--- config.mk ---
export PLATFORM = sky130hd
export DESIGN_NAME = param_shift_register
export DESIGN_NICKNAME = d
export VERILOG_FILES = /design/src/rtl/shreg_pkg.sv /design/src/rtl/shreg_step.sv /design/src/rtl/param_shift_register.sv
export SDC_FILE = /design/constraint.sdc
export NUM_CORES = 1
export LEC_CHECK = 0
export CORE_MARGIN = 10
export CORE_UTILIZATION = 44
export CTS_CLUSTER_DIAMETER = 80
export DETAILED_ROUTE_END_ITERATION = 7
export PLACE_DENSITY = 0.77
export SLEW_MARGIN = 20
export SYNTH_ARGS = -nofsm -noshare
export SYNTH_HDL_FRONTEND = slang
export SYNTH_HIERARCHICAL = 1
export SYNTH_SLANG_ARGS = --single-unit
--- constraint.sdc ---
create_clock -name clk -period 1.64 [get_ports clk]
set_clock_uncertainty 0.15 [all_clocks]
set_input_delay 0.164 -clock clk [delete_from_list [all_inputs] [get_ports clk]]
set_output_delay 0.164 -clock clk [all_outputs]
set_load 0.01 [all_outputs]
--- src/rtl/shreg_pkg.sv ---
// Shared types for the parametrised shift register: operation codes and FSM states.
// Op codes 6 and 7 are reserved and behave as no-ops.
package shreg_pkg;

    typedef enum logic [2:0] {
        OP_LOAD = 3'd0,
        OP_SHL  = 3'd1,
        OP_SHR  = 3'd2,
        OP_SAR  = 3'd3,
        OP_ROL  = 3'd4,
        OP_ROR  = 3'd5
    } op_t;

    typedef enum logic [1:0] {
        ST_IDLE  = 2'd0,
        ST_SHIFT = 2'd1,
        ST_DONE  = 2'd2
    } state_t;

    // True for the ops that run through the multi-cycle SHIFT state.
    function automatic logic is_step_op(input logic [2:0] op);
        return (op >= OP_SHL) && (op <= OP_ROR);
    endfunction

endpackage

--- src/rtl/shreg_step.sv ---
// Purely combinational single-step function: one shift or rotate of q by one bit.
// LOAD and reserved codes pass q through unchanged.
module shreg_step
    import shreg_pkg::*;
#(
    parameter int WIDTH = 8
)(
    input  logic [WIDTH-1:0] q,
    input  logic [2:0]       op,
    input  logic             sin,
    output logic [WIDTH-1:0] q_next
);

    always_comb begin
        q_next = q;
        case (op)
            OP_SHL:  q_next = {q[WIDTH-2:0], sin};
            OP_SHR:  q_next = {sin, q[WIDTH-1:1]};
            OP_SAR:  q_next = {q[WIDTH-1], q[WIDTH-1:1]};
            OP_ROL:  q_next = {q[WIDTH-2:0], q[WIDTH-1]};
            OP_ROR:  q_next = {q[0], q[WIDTH-1:1]};
            default: q_next = q;
        endcase
    end

endmodule

--- src/rtl/param_shift_register.sv ---
// WIDTH-bit register with async clear, parallel load and a one-bit-per-clock shift/rotate engine.
// Optional synchronous clear input sclr is present when SYNC_CLR_EN is defined.
//
// state    | meaning
// ---------+--------------------------------------------------------------
// ST_IDLE  | waiting for start; LOAD / no-op requests complete on one edge
// ST_SHIFT | one step of the latched op per edge, counter counts down
// ST_DONE  | single-cycle done pulse, then back to ST_IDLE
module param_shift_register
    import shreg_pkg::*;
#(
    parameter  int WIDTH = 8,
    localparam int CNT_W = $clog2(WIDTH) + 1
)(
    input  logic             clk,
    input  logic             CLRN,
`ifdef SYNC_CLR_EN
    input  logic             sclr,
`endif
    input  logic             start,
    input  logic [2:0]       op,
    input  logic [CNT_W-1:0] amount,
    input  logic [WIDTH-1:0] D,
    input  logic             sin,
    output logic [WIDTH-1:0] Q,
    output logic [WIDTH-1:0] nQ,
    output logic             busy,
    output logic             done
);

    state_t           state_q, state_d;
    logic [WIDTH-1:0] q_q, q_d, step_q;
    logic [CNT_W-1:0] cnt_q, cnt_d;
    logic [2:0]       op_q, op_d;

    shreg_step #(.WIDTH(WIDTH)) u_step (
        .q      (q_q),
        .op     (op_q),
        .sin    (sin),
        .q_next (step_q)
    );

    always_ff @(posedge clk or negedge CLRN) begin
        if (!CLRN) begin
            state_q <= ST_IDLE;
            q_q     <= '0;
            cnt_q   <= '0;
            op_q    <= '0;
        end else begin
            state_q <= state_d;
            q_q     <= q_d;
            cnt_q   <= cnt_d;
            op_q    <= op_d;
        end
    end

    always_comb begin
        state_d = state_q;
        q_d     = q_q;
        cnt_d   = cnt_q;
        op_d    = op_q;
        case (state_q)
            ST_IDLE: begin
                if (start) begin
                    // LOAD, reserved codes and zero-length shifts all finish on this edge.
                    state_d = ST_DONE;
                    if (op == OP_LOAD) begin
                        q_d = D;
                    end else if (is_step_op(op) && (amount != '0)) begin
                        op_d    = op;
                        cnt_d   = amount;
                        state_d = ST_SHIFT;
                    end
                end
            end
            ST_SHIFT: begin
                q_d   = step_q;
                cnt_d = cnt_q - CNT_W'(1);
                if (cnt_q == CNT_W'(1)) begin
                    state_d = ST_DONE;
                end
            end
            ST_DONE: begin
                state_d = ST_IDLE;
            end
            default: begin
                state_d = ST_IDLE;
            end
        endcase
`ifdef SYNC_CLR_EN
        // Synchronous clear wins over any request or step in progress.
        if (sclr) begin
            q_d     = '0;
            cnt_d   = '0;
            state_d = ST_IDLE;
        end
`endif
    end

    assign Q    = q_q;
    assign nQ   = ~q_q;
    assign busy = (state_q == ST_SHIFT);
    assign done = (state_q == ST_DONE);

endmodule

# After elaboration in Yosys (flattened, before gate mapping)

Index checks and enable logic that the tools add are counted.

Flip-flop bits (word level): 17
Input port bits: 19
Output and inout bits: 18

Add/sub/neg operators: 1
Order comparisons: 2
Eq/ne operators: 16
Muxes and demuxes: 13
Bitwise operators: 2
Reduce and logical (&&, ||, !) cells: 11

Operators with widths:

| operator              | number |
|---|---|
| $pmux W8 S5           | 1 |
| $mux W8               | 2 |
| $pmux W8 S2           | 1 |
| $mux W4               | 3 |
| $reduce_and A4 Y1     | 3 |
| $ne A2 B2 Y1 const B  | 5 |
| $mux W2               | 4 |
| $not A8 Y8            | 1 |
| $pmux W4 S2           | 1 |
| $eq A3 B2 Y1 const B  | 2 |
| $eq A3 B3 Y1 const B  | 2 |
| $ne A6 B1 Y1 const B  | 1 |
| $ne A5 B1 Y1 const B  | 1 |
| $reduce_and A5 Y1     | 1 |
| $eq A4 B1 Y1 const B  | 1 |
| $pmux W2 S2           | 1 |
| $reduce_bool A4 Y1    | 1 |
| $sub A4 B1 Y4 const B | 1 |
| $eq A3 B1 Y1 const B  | 1 |
| $ge A3 B1 Y1 const B  | 1 |
| $le A3 B3 Y1 const B  | 1 |
| $logic_not A3 Y1      | 1 |
| $eq A2 B1 Y1 const B  | 1 |
| $eq A2 B2 Y1 const B  | 1 |
| 6 further kinds       | 7 |

# Depth between registers and ports, before layout

Depth in word-level cells: 7
Depth in mapped cells: 8

# Cells and area by module

The synthesis kept the hierarchy.

By module, submodules not included:

| module               | instances | cells each | area an instance (um^2) |
|---|---|---|---|
| param_shift_register | 1         | 98         | 962.2 |
| shreg_step           | 1         | 58         | 412.9 |

# Worst setup path before layout

Ideal clock, no wire load.

Path kind: reg-to-reg
Start point: reg state_q[0]
End point: reg op_q[2]
Library setup time: 0.127 ns
Arrival time: 1.346 ns
Required time: 1.363 ns
Path slack: 0.016 ns
Cell stages (with the launch flop): 4
Buffers on the path: 1
Cells stage by stage: dfrtp_1 > buf_2 > or4_4 > mux2_1

Cells in the longest elaborated chain, start to end: 2

Ends and longest elaborated chain:

| item                        | line                       | text |
|---|---|---|
| from (decl)                 | param_shift_register.sv:31 | `state_t state_q, state_d;` |
| from (signal assigned)      | param_shift_register.sv:50 | `state_q <= state_d;` |
| $logic_not A2 Y1            | param_shift_register.sv:62 | `case (state_q)` |
| $reduce_and A4 Y1 (no line) | n/a                        |  |
| to (signal assigned)        | param_shift_register.sv:53 | `op_q <= op_d;` |
| to (decl)                   | param_shift_register.sv:34 | `logic [2:0] op_q, op_d;` |

No other way between the ends.
A chain may end at the register's enable or synchronous reset.

# Worst setup path in the final report

Start point: reg op_q[2]
End point: reg q_q[3], in the netlist Q[3]

Cells in the longest elaborated chain, start to end: 3
Elaborated cells between the ends (all ways): 9
Those cells by class: 6 x eq/ne; 2 x mux; 1 x reduce/logical

Ends and longest elaborated chain:

| item                                 | line                       | text |
|---|---|---|
| $eq A3 B3 Y1 (tied with other cells) | shreg_step.sv:16           | `case (op)` |
| $pmux W8 S5 (*)                      | shreg_step.sv:16           |  |
| via step_q[3]                        | param_shift_register.sv:32 | `logic [WIDTH-1:0] q_q, q_d, step_q;` |
| $pmux W8 S2 (*)                      | param_shift_register.sv:62 |  |
| to (signal assigned)                 | param_shift_register.sv:51 | `q_q <= q_d;` |
| to (decl)                            | param_shift_register.sv:32 |  |

Mark *: on every way through the listed nets, which the timed path passes. The rest lies on a longest branch.

==> flow_metrics.tcl <==
set metrics [dict create \
    synth_top_area_cell "dfrtp_1" \
    critPathKind "reg -> reg" \
    yosysUniqueCellTypes 39 \
    cts.sinks 17 \
    cts.path.max_buffers 2 \
    synth_ff_type "dfrtp_1" \
    worst_slack_ns -0.0689 \
    dr.pass1.iters 4 \
    pre_cts_slack_ns -0.448 \
    synth_top_cell_area_share 0.309 \
    ys_seq_area_frac 0.309 \
    cts_inserted_buffers 3 \
    synthTopCellsByArea "dfrtp_1 31%, mux2i_1 17%, nor2_1 5.7%" \
    grt_pass1_vias 1480 \
    setup_violations 9 \
    power_density_nw_per_um2 2110 \
    status "finished, violations left" \
    period_share 1.04 \
    start_util 0.454 \
    wl_mm 4.15 \
    crit_path_cell_trace "clkbuf_16 -> mux2i_1 -> nor2_1 -> nor3_1 -> a21oi_1 -> mux2i_1 -> o21ai_1" \
    antenna_found_initial 0 \
    slew_headroom 0.699 \
    core_um2 3030 \
    area_delta_synth_final_pct 59.1 \
    avgSynthCellArea_um2 8.81 \
    wl_per_cell_um 15.2 \
    synth-seq-cells 17 \
    cts_tree "done" \
    num_vias 1394 \
    async_flop_share 1.00 \
    rsz0062_at_grt "true" \
    finish.utilization 0.723 \
    max_stage_delay_ns 0.48 \
    grt.overflow.total 0 \
    synth_area_um2 1380 \
    hold_viol_final 0 \
    io_pins 37 \
    ant_nets 0 \
    worstPathMaxFanout 7 \
    fmax_mhz 585 \
    yosysWarnings 6 \
    p_leak_nw 1.04 \
    startpoint_type "flop" \
    dp_hpwl_mm 2.88 \
    drv_cap 0 \
    hold_buffers 0 \
    final.min_clock_period_ns 1.71 \
    synth_edf_count 0 \
    drcViolationCount 0 \
    viasPerCell 5.11 \
    nets 251 \
    root_buffer "clkbuf_4" \
    die_w_um 75.9 \
    numPortBuffers 36 \
    rows 20 \
    syn_inst 156 \
    drive_gt1_frac 0.332 \
    place_congestion 0.889 \
    grt_pass1_wl_mm 6.73 \
    path_clk_slew_ns 0.11 \
    grt_max_degree 18 \
    end_kind "flop" \
    htree_levels 1 \
    synthTopCellsByCount "23 x mux2i_1, 21 x nor2_1, 17 x dfrtp_1, 14 x inv_1, 12 x nand2_1" \
    drv_slew 0 \
    synth_nets 177 \
    path_common_cell "mux2i_1" \
    die_h_um 75.9 \
    diodes 0 \
    yosysMostFrequentCell "mux2i_1" \
    violations "negative setup slack" \
    ir_drop_uv 1100 \
    die_area_um2 5760 \
    cp_slowest_cell "dfrtp_2" \
    cp.required_ns 1.68 \
    clk_latency_ns 0.29 \
    cp.arrival_ns 1.75 \
    hold_path.class "in -> async" \
    tightestPinTransition_ns 0.448 \
    drtIter0Drc 113 \
    grt_usage 0.135 \
]
-- placed cells by master, fill, tap and decap left out, types with 3 or more instances in the layout --
master	count
clkbuf_4	3
nor2_1	21
a21oi_1	6
nand3_1	4
dlygate4sd2_1	16
nor3_2	3
nand2_1	12
mux2i_4	4
inv_1	12
mux2i_1	19
o21ai_1	8
clkdlybuf4s50_1	15
dlymetal6s2s_1	4
dfrtp_1	11
mux2_4	3
nor3_1	7
buf_4	39
dfrtp_2	6
-- path summary, 6_finish.rpt --
kind,from,cells after the start,slack (ns),to
setup reg to reg,op_q[2]$_DFFE_PN0P_,7,-0.07,Q[3]$_DFFE_PN0P_
setup / recovery,op_q[2]$_DFFE_PN0P_,7,-0.07,Q[3]$_DFFE_PN0P_
min in group clk,start,3,0.09,state_q[1]$_DFFE_PN0P_
hold reg to reg,Q[1]$_DFFE_PN0P_,2,0.38,Q[1]$_DFFE_PN0P_
max in group asynchronous,CLRN,2,1.09,Q[6]$_DFFE_PN0P_
hold / removal,CLRN,2,0.04,cnt_q[0]$_DFFE_PN0P_
-- routing by layer --
metal / up-vias / share of wire / track usage
li1: 699 / - / -
met2: 36 / 0.54 / 0.253
met1: 653 / 0.41 / 0.141
met5: - / 0 / 0
met4: 0 / 0.011 / 0.0568
met3: 6 / 0.043 / 0.0283
-- final cells by class --
cell class / count / area [um^2]
Clock buffer: 4 / 26.3
Timing Repair Buffer: 78 / 694
Sequential cell: 17 / 433
Inverter: 14 / 52.6
Multi-Input combinational cell: 116 / 927
Tap cell: 44 / 55.1
Fill cell: 236 / 840
-- worst max-delay path, delay by kind of cell (launching register included) --
kind / cells / cell delay [ns]
flops: 1 / 0.48
mux: 2 / 0.37
simple gates: 2 / 0.25
buf+inv: 1 / 0.19
compound gates: 2 / 0.16
-- power by group --
| group | internal (mW) | switching (mW) | total, mW | leakage, nW |
|---|---|---|---|---|
| combinational | 1.86 | 1.61 | 3.47 | 0.831 |
| sequential | 0.654 | 0.246 | 0.900 | 0.197 |
| clock | 0.0946 | 0.142 | 0.237 | 0.0150 |
-- metrics by stage --
step / setup TNS (ns) / power (mW) / area, um^2 / hold slack [ns] / instances
2_1_floorplan: 0 / 2.63 / 1380 / -0.282 / 156
4_1_cts: -0.0632 / 4.18 / 2050 / 0.0345 / 268
6_report: -0.304 / 4.61 / 2190 / 0.0358 / 273
3_5_place_dp: -3.96 / 3.72 / 1920 / 0.359 / 252
5_1_grt: -1.14 / 4.98 / 2190 / 0.0718 / 273
3_3_place_gp: -3.33 / 3.61 / 1920 / 0.346 / 252
-- cells by family after synthesis --
group,count (synthesis),share of synthesized area
and+or+nand+nor,57,0.210
AOI/OAI and AO/OA,29,0.152
muxes,28,0.219
buffers and inverters,23,0.0910
DFF,17,0.309
adders and majority gates,2,0.0182
-- what timing repair did --
item	CTS	global route
resized for setup	30	28
setup buffers	12	4
gates cloned	0	1
pin swaps	1	4
endpoints found under the setup margin	30	20
endpoints found under the hold margin	0	0
-- sequential cells by signal, indices dropped and copies added, names as in the netlist --
name / cells
Q: 8
cnt_q: 4
op_q: 3
state_q: 2
(Power assumes the default switching activity.)
